[config.mk]
export PLATFORM = sky130hd
export DESIGN_NAME = ks_subtractor_pipe_flat
export DESIGN_NICKNAME = d
export VERILOG_FILES = /design/src/rtl/ks_subtractor_pipe_if.sv /design/src/rtl/ks_subtractor_pipe.sv /design/src/flat_wrapper.sv
export SDC_FILE = /design/constraint.sdc
export NUM_CORES = 1
export LEC_CHECK = 0
export ABC_AREA = 1
export BUFFER_PORTS_ARGS = -buffer_cell sky130_fd_sc_hd__buf_4
export CORE_UTILIZATION = 60
export DETAILED_ROUTE_END_ITERATION = 16
export GPL_ROUTABILITY_DRIVEN = 0
export PLACE_DENSITY = 0.8
export SYNTH_ARGS = -nofsm -noshare
export SYNTH_HDL_FRONTEND = slang
export SYNTH_SLANG_ARGS = --single-unit
[constraint.sdc]
create_clock -name clk -period 5.8 [get_ports clk]
set_clock_uncertainty 0.2 [all_clocks]
set_input_delay 0.29 -clock clk [delete_from_list [all_inputs] [get_ports clk]]
set_output_delay 0.29 -clock clk [all_outputs]
set_load 0.005 [all_outputs]
[src/rtl/ks_subtractor_pipe_if.sv]
// Stream interface for the pipelined Kogge-Stone subtractor.
//  slave  : DUT side   (takes in_valid/in_a/in_b/out_ready, drives in_ready and results)
//  master : driver side (mirror of slave)
//  in_valid/in_ready : operand handshake, in_a minuend, in_b subtrahend
//  out_valid/out_ready : result handshake, out_diff/out_borrow/out_ovf result fields
interface ks_subtractor_pipe_if #(
  parameter int unsigned WIDTH = 8
) ();

  logic             in_valid;
  logic             in_ready;
  logic [WIDTH-1:0] in_a;
  logic [WIDTH-1:0] in_b;
  logic             out_valid;
  logic             out_ready;
  logic [WIDTH-1:0] out_diff;
  logic             out_borrow;
  logic             out_ovf;

  modport slave (
    input  in_valid, in_a, in_b, out_ready,
    output in_ready, out_valid, out_diff, out_borrow, out_ovf
  );

  modport master (
    output in_valid, in_a, in_b, out_ready,
    input  in_ready, out_valid, out_diff, out_borrow, out_ovf
  );

endinterface

[src/rtl/ks_subtractor_pipe.sv]
// Pipelined two's-complement subtractor, diff = A + ~B + 1, built on a Kogge-Stone
// prefix network with one register per prefix level. Latency LEVELS+2, 1 op/cycle.
//  clk  : rising-edge clock
//  rst  : asynchronous active-high reset
//  bus  : ks_subtractor_pipe_if.slave (operand and result valid/ready streams)
// The whole pipe advances as one unit when the output register is empty or being
// drained; otherwise every stage holds. in_ready is that advance signal, combinational.
module ks_subtractor_pipe #(
  parameter int unsigned WIDTH = 8
) (
  input  logic                 clk,
  input  logic                 rst,
  ks_subtractor_pipe_if.slave  bus
);

  localparam int unsigned LEVELS = $clog2(WIDTH);

  // Index 0 is the G/P generation stage, index i is prefix level i.
  logic [LEVELS:0]              v_q, v_d;
  logic [LEVELS:0]              sa_q, sa_d;
  logic [LEVELS:0]              sb_q, sb_d;
  logic [LEVELS:0][WIDTH-1:0]   g_q, g_d;
  logic [LEVELS:0][WIDTH-1:0]   po_q, po_d;
  // Group propagate is only consumed by the next level, so the last level keeps none.
  logic [LEVELS-1:0][WIDTH-1:0] p_q, p_d;

  logic             out_valid_q, out_valid_d;
  logic [WIDTH-1:0] out_diff_q, out_diff_d;
  logic             out_borrow_q, out_borrow_d;
  logic             out_ovf_q, out_ovf_d;

  logic             advance;
  logic [WIDTH-1:0] carry;

  // Global stall: a held result freezes every stage.
  assign advance      = ~out_valid_q | bus.out_ready;
  assign bus.in_ready = advance;

  // Stage 0: bitwise generate/propagate of A + ~B, carry-in folded into bit 0.
  always_comb begin : stage0_comb
    v_d[0]  = v_q[0];
    sa_d[0] = sa_q[0];
    sb_d[0] = sb_q[0];
    g_d[0]  = g_q[0];
    p_d[0]  = p_q[0];
    po_d[0] = po_q[0];
    if (advance) begin
      v_d[0]    = bus.in_valid;
      sa_d[0]   = bus.in_a[WIDTH-1];
      sb_d[0]   = bus.in_b[WIDTH-1];
      p_d[0]    = bus.in_a ^ ~bus.in_b;
      po_d[0]   = bus.in_a ^ ~bus.in_b;
      g_d[0]    = bus.in_a & ~bus.in_b;
      g_d[0][0] = g_d[0][0] | p_d[0][0];
    end
  end

  // Prefix levels: level lvl merges groups 2^(lvl-1) bits apart; low bits pass through.
  always_comb begin : prefix_comb
    for (int unsigned lvl = 1; lvl <= LEVELS; lvl++) begin
      v_d[lvl]  = v_q[lvl];
      sa_d[lvl] = sa_q[lvl];
      sb_d[lvl] = sb_q[lvl];
      g_d[lvl]  = g_q[lvl];
      po_d[lvl] = po_q[lvl];
      if (advance) begin
        v_d[lvl]  = v_q[lvl-1];
        sa_d[lvl] = sa_q[lvl-1];
        sb_d[lvl] = sb_q[lvl-1];
        po_d[lvl] = po_q[lvl-1];
        g_d[lvl]  = g_q[lvl-1];
        for (int unsigned j = (32'd1 << (lvl - 32'd1)); j < WIDTH; j++) begin
          g_d[lvl][j] = g_q[lvl-1][j] |
                        (p_q[lvl-1][j] & g_q[lvl-1][j - (32'd1 << (lvl - 32'd1))]);
        end
      end
    end
    for (int unsigned lvl = 1; lvl < LEVELS; lvl++) begin
      p_d[lvl] = p_q[lvl];
      if (advance) begin
        p_d[lvl] = p_q[lvl-1];
        for (int unsigned j = (32'd1 << (lvl - 32'd1)); j < WIDTH; j++) begin
          p_d[lvl][j] = p_q[lvl-1][j] & p_q[lvl-1][j - (32'd1 << (lvl - 32'd1))];
        end
      end
    end
  end

  // After the last level g holds the carry out of every bit position.
  assign carry = g_q[LEVELS];

  // Output stage: sum bits, borrow is the inverted carry-out, signed overflow from signs.
  always_comb begin : out_comb
    out_valid_d  = out_valid_q;
    out_diff_d   = out_diff_q;
    out_borrow_d = out_borrow_q;
    out_ovf_d    = out_ovf_q;
    if (advance) begin
      out_valid_d  = v_q[LEVELS];
      out_diff_d   = po_q[LEVELS] ^ {carry[WIDTH-2:0], 1'b1};
      out_borrow_d = ~carry[WIDTH-1];
      out_ovf_d    = (sa_q[LEVELS] ^ sb_q[LEVELS]) & (out_diff_d[WIDTH-1] ^ sa_q[LEVELS]);
    end
  end

  // All pipeline and output registers.
  always_ff @(posedge clk or posedge rst) begin
    if (rst) begin
      v_q          <= '0;
      sa_q         <= '0;
      sb_q         <= '0;
      g_q          <= '0;
      p_q          <= '0;
      po_q         <= '0;
      out_valid_q  <= 1'b0;
      out_diff_q   <= '0;
      out_borrow_q <= 1'b0;
      out_ovf_q    <= 1'b0;
    end else begin
      v_q          <= v_d;
      sa_q         <= sa_d;
      sb_q         <= sb_d;
      g_q          <= g_d;
      p_q          <= p_d;
      po_q         <= po_d;
      out_valid_q  <= out_valid_d;
      out_diff_q   <= out_diff_d;
      out_borrow_q <= out_borrow_d;
      out_ovf_q    <= out_ovf_d;
    end
  end

  assign bus.out_valid  = out_valid_q;
  assign bus.out_diff   = out_diff_q;
  assign bus.out_borrow = out_borrow_q;
  assign bus.out_ovf    = out_ovf_q;

endmodule
[src/flat_wrapper.sv]
// flat-port wrapper written by rule: the top's interface ports become plain ports
module ks_subtractor_pipe_flat 
#(
  parameter int unsigned WIDTH = 8
)
  (clk, rst, bus_in_valid, bus_in_a, bus_in_b, bus_out_ready, bus_in_ready, bus_out_valid, bus_out_diff, bus_out_borrow, bus_out_ovf);
  ks_subtractor_pipe_if #(.WIDTH(WIDTH)) bus_i ();
  input  logic clk;
  input  logic rst;
  input wire logic [$bits(bus_i.in_valid)-1:0] bus_in_valid;
  input wire logic [$bits(bus_i.in_a)-1:0] bus_in_a;
  input wire logic [$bits(bus_i.in_b)-1:0] bus_in_b;
  input wire logic [$bits(bus_i.out_ready)-1:0] bus_out_ready;
  output wire logic [$bits(bus_i.in_ready)-1:0] bus_in_ready;
  output wire logic [$bits(bus_i.out_valid)-1:0] bus_out_valid;
  output wire logic [$bits(bus_i.out_diff)-1:0] bus_out_diff;
  output wire logic [$bits(bus_i.out_borrow)-1:0] bus_out_borrow;
  output wire logic [$bits(bus_i.out_ovf)-1:0] bus_out_ovf;
  assign bus_i.in_valid = bus_in_valid;
  assign bus_i.in_a = bus_in_a;
  assign bus_i.in_b = bus_in_b;
  assign bus_i.out_ready = bus_out_ready;
  assign bus_in_ready = bus_i.in_ready;
  assign bus_out_valid = bus_i.out_valid;
  assign bus_out_diff = bus_i.out_diff;
  assign bus_out_borrow = bus_i.out_borrow;
  assign bus_out_ovf = bus_i.out_ovf;
  ks_subtractor_pipe #(.WIDTH(WIDTH)) u_core (.clk(clk), .rst(rst), .bus(bus_i));
endmodule
Word-level counts from Yosys, hierarchy flattened
Index checks and enable logic that the tools add are counted.
{"block": "op_classes", "n_bitwise": 58}
{"operator": "$and A1 B1 Y1", "count": 31}
{"operator": "$or A1 B1 Y1", "count": 19}
{"operator": "$xor A8 B8 Y8", "count": 2}
{"operator": "$and A8 B8 Y8", "count": 1}
{"operator": "$not A8 Y8", "count": 1}
{"operator": "$not A1 Y1", "count": 2}
{"operator": "$xor A1 B1 Y1", "count": 2}
{"block": "totals", "elab_cells": 75, "reg_bits": 103, "output_inout_bits": 12, "input_bits": 20}

Logic depth before layout (Yosys ltp)
Gate-level depths: netlist of run 1.
{"block": "depth", "depth_word": 3, "depth_mapped": 6, "ltp_nobuf": 6}

Worst setup path before layout of run 1
No wires, ideal clock.
{"block": "synth_path", "kind": "reg-to-output", "from": "register u_core.out_valid_q (netlist: u_core.bus.out_valid)", "to": "output bus_in_ready", "t_arrival_ps": 764, "slack_ps": 4546, "n_path_buf": 2, "t_required_ps": 5310, "stages_incl_launch_ff": 4, "path_cell_list": "dfrtp_1 nand2_2 buf_6 buf_4"}
{"block": "synth_via", "elab_chain_cells": 2}
{"element": "start: declaration", "line": "ks_subtractor_pipe.sv:27", "rtl": "logic out_valid_q, out_valid_d;"}
{"element": "start signal: assignment", "line": "ks_subtractor_pipe.sv:126", "rtl": "out_valid_q <= out_valid_d;"}
{"element": "$not A1 Y1", "line": "ks_subtractor_pipe.sv:36", "rtl": "assign advance = ~out_valid_q | bus.out_ready;"}
{"element": "$or A1 B1 Y1", "line": "ks_subtractor_pipe.sv:36"}
{"element": "end: declaration", "line": "flat_wrapper.sv:14", "rtl": "output wire logic [$bits(bus_i.in_ready)-1:0] bus_in_ready;"}
No other way between the ends.

Worst setup path after layout of run 1
Ends and elaborated chain as after synthesis.

==> results.txt, run 1 <==
----------------------------------------------------
[Run status]
  Status ... finished, violations left
  Violated checks ... design-rule violations

[Min path]
  Start point of the worst hold path ... bus_in_a[2]
  Class of the worst hold path ... in -> reg

[Synth]
  Most used standard cell by instance count after synthesis ... sky130_fd_sc_hd__nand2_1
  Post-synthesis compound-gate area fraction ... 0.105
  Arithmetic-cell share of the synthesized area counting full adders, half adders and majority gates ... 0.0248
  Yosys reg bits ... 97
  Fraction of synthesized cell area taken by the top area cell type ... 0.602
  Cell type contributing the most total cell area after synthesis ... sky130_fd_sc_hd__dfrtp_1
  Mux cell area share after synthesis ... 0
  Share of the synthesized netlist area taken by xor and xnor gates ... 0.0130
  Post-Syn Area ... 4030 µm²
  Fraction of synthesis flops using an asynchronous set or reset pin ... 1.00
  Largest family of logic cells by synthesized area ... simple AND/OR/NAND/NOR gates
  Yosys Warn Count ... 0
  Area contributors post-synth ... sky130_fd_sc_hd__dfrtp_1 (60%), sky130_fd_sc_hd__nand2_1 (16%), sky130_fd_sc_hd__o21ai_2 (3.5%)
  Synth cell types ... 22
  Leading post-synthesis cells by instance count ... sky130_fd_sc_hd__nand2_1 (172), sky130_fd_sc_hd__dfrtp_1 (97), sky130_fd_sc_hd__inv_1 (27), sky130_fd_sc_hd__o21ai_0 (19), sky130_fd_sc_hd__a21oi_1 (17)
  Synthesized netlist cell count ... 420
  Number of synthesized flops with an enable pin ... 0
  Prevailing post-synth register cell ... sky130_fd_sc_hd__dfrtp_1
  Post-Syn Nets ... 448
  Mean instance size in the synthesized netlist ... 9.60 µm²
  Sequential-to-total area share from yosys stat ... 0.602
  Simple-gate share of the synthesized area ... 0.186

[Clock network]
  Number of buffers created by CTS ... 9
  CTS sink count ... 97
  CTS max path bufs ... 2
  Post-CTS Repair Setup Buffers ... 0
  Clock-pin slew on the worst setup and hold paths ... ~0.090 ns
  H-tree depth ... 3
  Clock root cell ... sky130_fd_sc_hd__clkbuf_8
  CTS tree ... built
  Clock insertion delay at the later pin of the skew report ... 0.35 ns
  Number of instances resized during post-cts repair ... 0

[Power and ir drop]
  Cell Pwr Density ... 496 nW/µm²
  Share of total power in the clock network ... 0.213
  Worst IR Drop VDD ... 0.275 mV
  Leakage power of the design ... ~2.3 nW
  Overall Power ... 2.21 mW
  Part of the power in registers ... 0.513
  Part of the total power dissipated in combinational logic ... 0.274
  Design internal power ... 1.46 mW
  Net load switching power ... 0.755 mW
  Switching power share of the total ... 0.341

[Setup path]
  Critical path required time ... 5.31 ns
  Type of the worst setup path ... reg -> out
  Maximum fanout along the worst path ... 76
  CP cell instances ... nand2_2 > buf_4 > buf_4
  Most used cell, CP ... sky130_fd_sc_hd__buf_4
  Gate family responsible for the most delay along the worst path ... buffers and inverters
  Delay contributed by the slowest stage of the critical path ... 0.55 ns
  Slowest CP cell ... sky130_fd_sc_hd__buf_4
  Startpoint of the lowest-slack register-to-register path ... u_core.bus.out_valid
  Crit start category ... register
  Element type at the critical path end ... output pin
  Critical path buffer and inverter count ... 2
  WP data arrival ... 1.64 ns
  Source of the critical timing path ... u_core.bus.out_valid

[Global route]
  Total congestion overflow ... 0
  First-pass GRT wire length ... 11,400 µm
  GRT Overall Usage ... 0.207
  Initial antenna violation count ... 0
  Vias in the first global route ... 2,634
  Largest net degree at the start of global routing ... about 110

[Routing]
  DRC errors left ... 3
  Iteration count of the initial detailed-routing pass ... 10
  Total routed wirelength ... roughly 6300 µm
  Routed vias/inst ... 5.14
  Detailed-route wire length per cell ... 11.8 µm
  Vias after detailed routing ... 2,729
  Count of antenna-violating nets left after detailed routing ... 0
  DRC violation total after the first TritonRoute iteration ... 161

[STA]
  Final Critical Period ... 2.13 ns
  Post-route fraction of the period consumed by the critical path ... 0.368
  Setup Total Neg Slack ... 0 ns
  Number of max-slew violations in the final report ... 0
  Number of endpoints failing setup at the final stage ... 0
  Highest Clock Rate ... around 0.47 GHz
  Final Hold Slack ... 0.0513 ns
  Slew of the pin with the lowest slew margin ... between 1 and 1.5 ns
  Max_slew headroom ... 0.251
  Final hold violations ... 0
  RSZ-0062 raised after global routing ... no

[Floorplanning]
  Standard cell core area ... 6420 µm²
  I/O pins ... 32
  Die Ht ... 84.0 µm
  Area enclosed by the die boundary ... ~7100 µm²
  Initial core utilization ... 0.628
  Number of core rows ... 29
  Chip Width ... 84.0 µm

[Final layout]
  Final-stage net count ... around 480
  P&R area growth vs syn ... 10.8%
  Share of cells above drive strength 1 ... 0.172
  Fin cells ... 531
  Antenna diode instance count ... 0

[Placed design]
  Number of instances in the placed design ... 511
  Port Buffers ... 31
  Detailed-placement wirelength estimate ... about 3900 µm

[Flow run]
  MaxCap Viol Count ... 0

----------------------------------------------------
power by group through the flow:
stage	combinational [mW]	sequential, mW	clock (mW)
after floorplan	0.508	1.11	0
after global placement	0.591	1.14	0
after detailed placement	0.612	1.15	0
after CTS	0.619	1.14	0.482
after global routing	0.701	1.17	0.511
final	0.606	1.14	0.472
layer usage:
layer	wire length, µm	track usage	vias up
li1	-	-	1378
met3	113	0.0326	11
met5	0	0	-
met2	3020	0.349	26
met1	3030	0.264	1314
met4	117	0.0956	0
cell usage in the layout (no fill, tap or decap):
cell type,count
sky130_fd_sc_hd__a21oi_1,17
sky130_fd_sc_hd__a31oi_1,1
sky130_fd_sc_hd__buf_4,34
sky130_fd_sc_hd__bufinv_16,2
sky130_fd_sc_hd__clkbuf_8,9
sky130_fd_sc_hd__clkinv_2,3
sky130_fd_sc_hd__clkinv_4,2
sky130_fd_sc_hd__clkinvlp_4,1
sky130_fd_sc_hd__dfrtp_1,97
sky130_fd_sc_hd__dlygate4sd3_1,4
sky130_fd_sc_hd__ha_1,8
sky130_fd_sc_hd__inv_1,26
sky130_fd_sc_hd__inv_2,1
sky130_fd_sc_hd__nand2_1,172
sky130_fd_sc_hd__nand2_2,9
sky130_fd_sc_hd__nand3_1,5
sky130_fd_sc_hd__nor2_1,3
sky130_fd_sc_hd__nor2_4,1
sky130_fd_sc_hd__o21ai_0,19
sky130_fd_sc_hd__o21ai_1,15
sky130_fd_sc_hd__o21ai_2,16
sky130_fd_sc_hd__o22ai_1,2
sky130_fd_sc_hd__o31ai_1,1
sky130_fd_sc_hd__xnor2_1,6
worst min-delay path: stages:
cell,delay [ns]
sky130_fd_sc_hd__buf_4,0.08
sky130_fd_sc_hd__ha_1,0.10
sky130_fd_sc_hd__nand2_1,0.05
sky130_fd_sc_hd__o21ai_0,0.06
final cells by class:
type	count	area (µm²)
Inverter	28	106
Sequential cell	97	2430
Clock inverter	7	95.1
Tap cell	77	96.3
Clock buffer	9	124
Timing Repair Buffer	38	295
Multi-Input combinational cell	275	1320
Fill cell	507	1950
state kept, by name, indices dropped and copies added (netlist names), 4 cells and up:
signal,cells
u_core.sb_q,4
u_core.carry,8
u_core.sa_q,4
u_core.po_q,30
u_core.g_q,24
u_core.bus.out_diff,8
u_core.v_q,4
u_core.p_q,12
metrics by stage:
stage               setup slack (ns)  utilization  area [µm²]
floorplan                       2.78            -        4030
global placement                3.85        0.655        4210
detailed placement              3.80        0.655        4210
CTS                             3.65        0.696        4470
global route                    3.57        0.696        4470
finish                          3.67        0.696        4470
cells by family after synthesis:
family	after synthesis
buf+inv	48
flops	97
xor+xnor	6
compound gates	71
simple gates	190
fa+ha+maj	8
final timing paths:
| check | to | slack, ns | depth (start not counted) |
|---|---|---|---|
| worst max-delay path | bus_in_ready | 3.67 | 3 |
| worst min-delay path | u_core.po_q[2] | 0.05 | 4 |
| worst max register to register | u_core.bus.out_diff[4] | 3.79 | 4 |
| worst min register to register | u_core.bus.out_valid | 0.26 | 2 |
| max in group asynchronous | u_core.po_q[28] | 3.92 | 4 |
| min in group asynchronous | u_core.bus.out_diff[5] | 0.30 | 3 |
timing repair:
item / CTS / global route
setup endpoints to repair: 0 / 0
hold buffers: 4 / 0
endpoints found under the hold margin: 32 / 0
(Power assumes the default switching activity.)
==> run 2, diff against run 1 <==
--- a/config.mk
+++ b/config.mk
@@ -7,10 +7,10 @@
 export LEC_CHECK = 0
 export ABC_AREA = 1
 export BUFFER_PORTS_ARGS = -buffer_cell sky130_fd_sc_hd__buf_4
-export CORE_UTILIZATION = 60
+export CORE_UTILIZATION = 59
 export DETAILED_ROUTE_END_ITERATION = 16
 export GPL_ROUTABILITY_DRIVEN = 0
-export PLACE_DENSITY = 0.8
+export PLACE_DENSITY = 0.79
 export SYNTH_ARGS = -nofsm -noshare
 export SYNTH_HDL_FRONTEND = slang
 export SYNTH_SLANG_ARGS = --single-unit
==> constraint.sdc (replaced) <==
create_clock -name clk -period 2.15 [get_ports clk]
set_clock_uncertainty 0.2 [all_clocks]
set_input_delay 0.1075 -clock clk [delete_from_list [all_inputs] [get_ports clk]]
set_output_delay 0.1075 -clock clk [all_outputs]
set_load 0.005 [all_outputs]
==> run 2 against run 1 <==
Non-clock buffer count up 20; final cell count rose by 3.8%; the run now ends clean; count of clock-buffer cells in the layout grew 2; global-route usage up 1.2 points; via count grew 3.7%; clock power rose to 2.7 times the previous value; critical endpoint is now u_core.po_q[2].
==> results.txt, run 2 (same netlist as run 1, synthesis figures left out) <==
----------------------------------------------------
[Global route]
  Initial antenna violation count ... 0
  First-pass GRT wire length ... 12,300 µm
  Total congestion overflow ... 0
  GRT Overall Usage ... 0.219
  Vias in the first global route ... 2,875
  Largest net degree at the start of global routing ... 113

[Power and ir drop]
  Worst IR Drop VDD ... ~0.85 mV
  Cell Pwr Density ... 1290 nW/µm²
  Leakage power of the design ... approximately 2.4 nW

[Floorplanning]
  Number of core rows ... 29
  Chip Width ... 84.7 µm
  Die Ht ... 84.7 µm
  Initial core utilization ... 0.624
  I/O pins ... 32
  Standard cell core area ... ~6500 µm²
  Area enclosed by the die boundary ... slightly above 7000 µm²

[Routing]
  DRC errors left ... 0
  Iteration count of the initial detailed-routing pass ... 6
  Count of antenna-violating nets left after detailed routing ... 0
  Routed vias/inst ... 5.14
  Detailed-route wire length per cell ... 12.4 µm
  Total routed wirelength ... between 6000 and 7000 µm
  Vias after detailed routing ... 2,831
  DRC violation total after the first TritonRoute iteration ... 191

[Final layout]
  Share of cells above drive strength 1 ... 0.160
  Layout Utilization ... 0.728
  Most frequent cells in the layout ... sky130_fd_sc_hd__nand2_1 (172), sky130_fd_sc_hd__dfrtp_1 (97), sky130_fd_sc_hd__buf_4 (31)
  P&R area growth vs syn ... 16.6%
  Largest register by flop count ... u_core.po_q
  Final-stage net count ... 497
  Leading cell type in the layout, fill and taps excluded ... sky130_fd_sc_hd__nand2_1
  Top flop regs ... u_core.po_q x30, u_core.g_q x24, u_core.p_q x12
  Largest register FFs ... 30
  Antenna diode instance count ... 0
  Total of fill cells in the finished design ... 467

[STA]
  Final hold violations ... 0
  Max_slew headroom ... 0.664
  Post-route fraction of the period consumed by the critical path ... 0.845
  Number of endpoints failing setup at the final stage ... 0
  Number of max-slew violations in the final report ... 0
  Final Hold Slack ... roughly 0.0093 ns
  Highest Clock Rate ... 0.551 GHz
  Final worst setup slack ... 0.334 ns
  Slew of the pin with the lowest slew margin ... 0.503 ns
  RSZ-0062 raised after global routing ... no
  Setup Total Neg Slack ... 0 ns
  Final Critical Period ... around 1.8 ns

[Placed design]
  Port Buffers ... 31
  Detailed-placement wirelength estimate ... 3900 µm
  Setup slack at placement ... 0.668 ns

[Setup path]
  WP data arrival ... 1.83 ns
  Type of the worst setup path ... in -> reg
  Element type at the critical path end ... register
  Critical path required time ... 2.16 ns
  Crit start category ... input port
  Maximum fanout along the worst path ... 1

[Clock network]
  Clock insertion delay at the later pin of the skew report ... approximately 0.36 ns
  CTS tree ... built
  Number of buffers created by CTS ... 9
  CTS sink count ... 97
  CTS max path bufs ... 2
  H-tree depth ... 3
  Clock root cell ... sky130_fd_sc_hd__clkbuf_8
  Clock-pin slew on the worst setup and hold paths ... 0.09 ns
  Number of instances resized during post-cts repair ... 0

[Run status]
  Status ... completed

[Flow run]
  MaxCap Viol Count ... 0

[Min path]
  Class of the worst hold path ... in -> reg

----------------------------------------------------
[run 2: cell count changes in the layout (fill, tap and decap cells not counted), sizes merged]
| cell | delta |
|---|---|
| clkbuf | +2 |
| clkinv | -4 |
| clkinvlp | +2 |
| dlygate4sd3 | +20 |
[run 2: power breakdown]
group | switching (mW) | leakage (nW) | internal, mW
logic | 0.960 | 1.07 | 0.756
registers | 0.494 | 1.21 | 2.58
clock network | 0.604 | 0.0995 | 0.654
[run 2: cell type report]
type	instances	area, µm²	area share
tap	77	96.3	0.0205
timing repair buffer	58	533	0.113
inverter	28	109	0.0232
sequential	97	2430	0.516
multi-input combinational	275	1320	0.282
clock inverter	5	80.1	0.0170
clock buffer	11	131	0.0279
[run 2: path summary, 6_finish.rpt]
check / cells past startpoint / start / endpoint / slack, ns
max in group asynchronous: 4 / rst / u_core.po_q[7] / 1.14
min in group asynchronous: 4 / rst / u_core.bus.out_diff[5] / 0.24
max reg2reg: 5 / u_core.bus.out_valid / u_core.p_q[22] / 0.64
max: 7 / bus_in_b[2] / u_core.po_q[2] / 0.33
min: 5 / bus_in_b[4] / u_core.po_q[4] / 0.009
min reg2reg: 1 / u_core.po_q[24] / u_core.bus.out_diff[0] / 0.26
[run 2: layer usage]
layer	track usage	wire [µm]
met4	0.112	197
met3	0.0462	192
met2	0.365	3330
met5	0	0
met1	0.271	3090
[run 2: timing repair]
action,CTS,global route
hold buffers,24,0
endpoints found under the hold margin,116,0
setup buffers,0,0
[run 2: through the flow]
step	area [µm²]	cells	power, mW
final	4700	551	6.05
after global routing	4700	551	6.51
after CTS	4700	551	6.10
after detailed placement	4250	511	4.80
after global placement	4250	511	4.70
after floorplan	4040	420	4.36
[run 2: critical path, cell delays in order]
cell                            delay (ns)
sky130_fd_sc_hd__dlygate4sd3_1        0.54
sky130_fd_sc_hd__buf_4                0.13
sky130_fd_sc_hd__inv_1                0.05
sky130_fd_sc_hd__ha_1                 0.22
sky130_fd_sc_hd__dlygate4sd3_1        0.55
sky130_fd_sc_hd__nand2_1              0.08
sky130_fd_sc_hd__o21ai_0              0.15
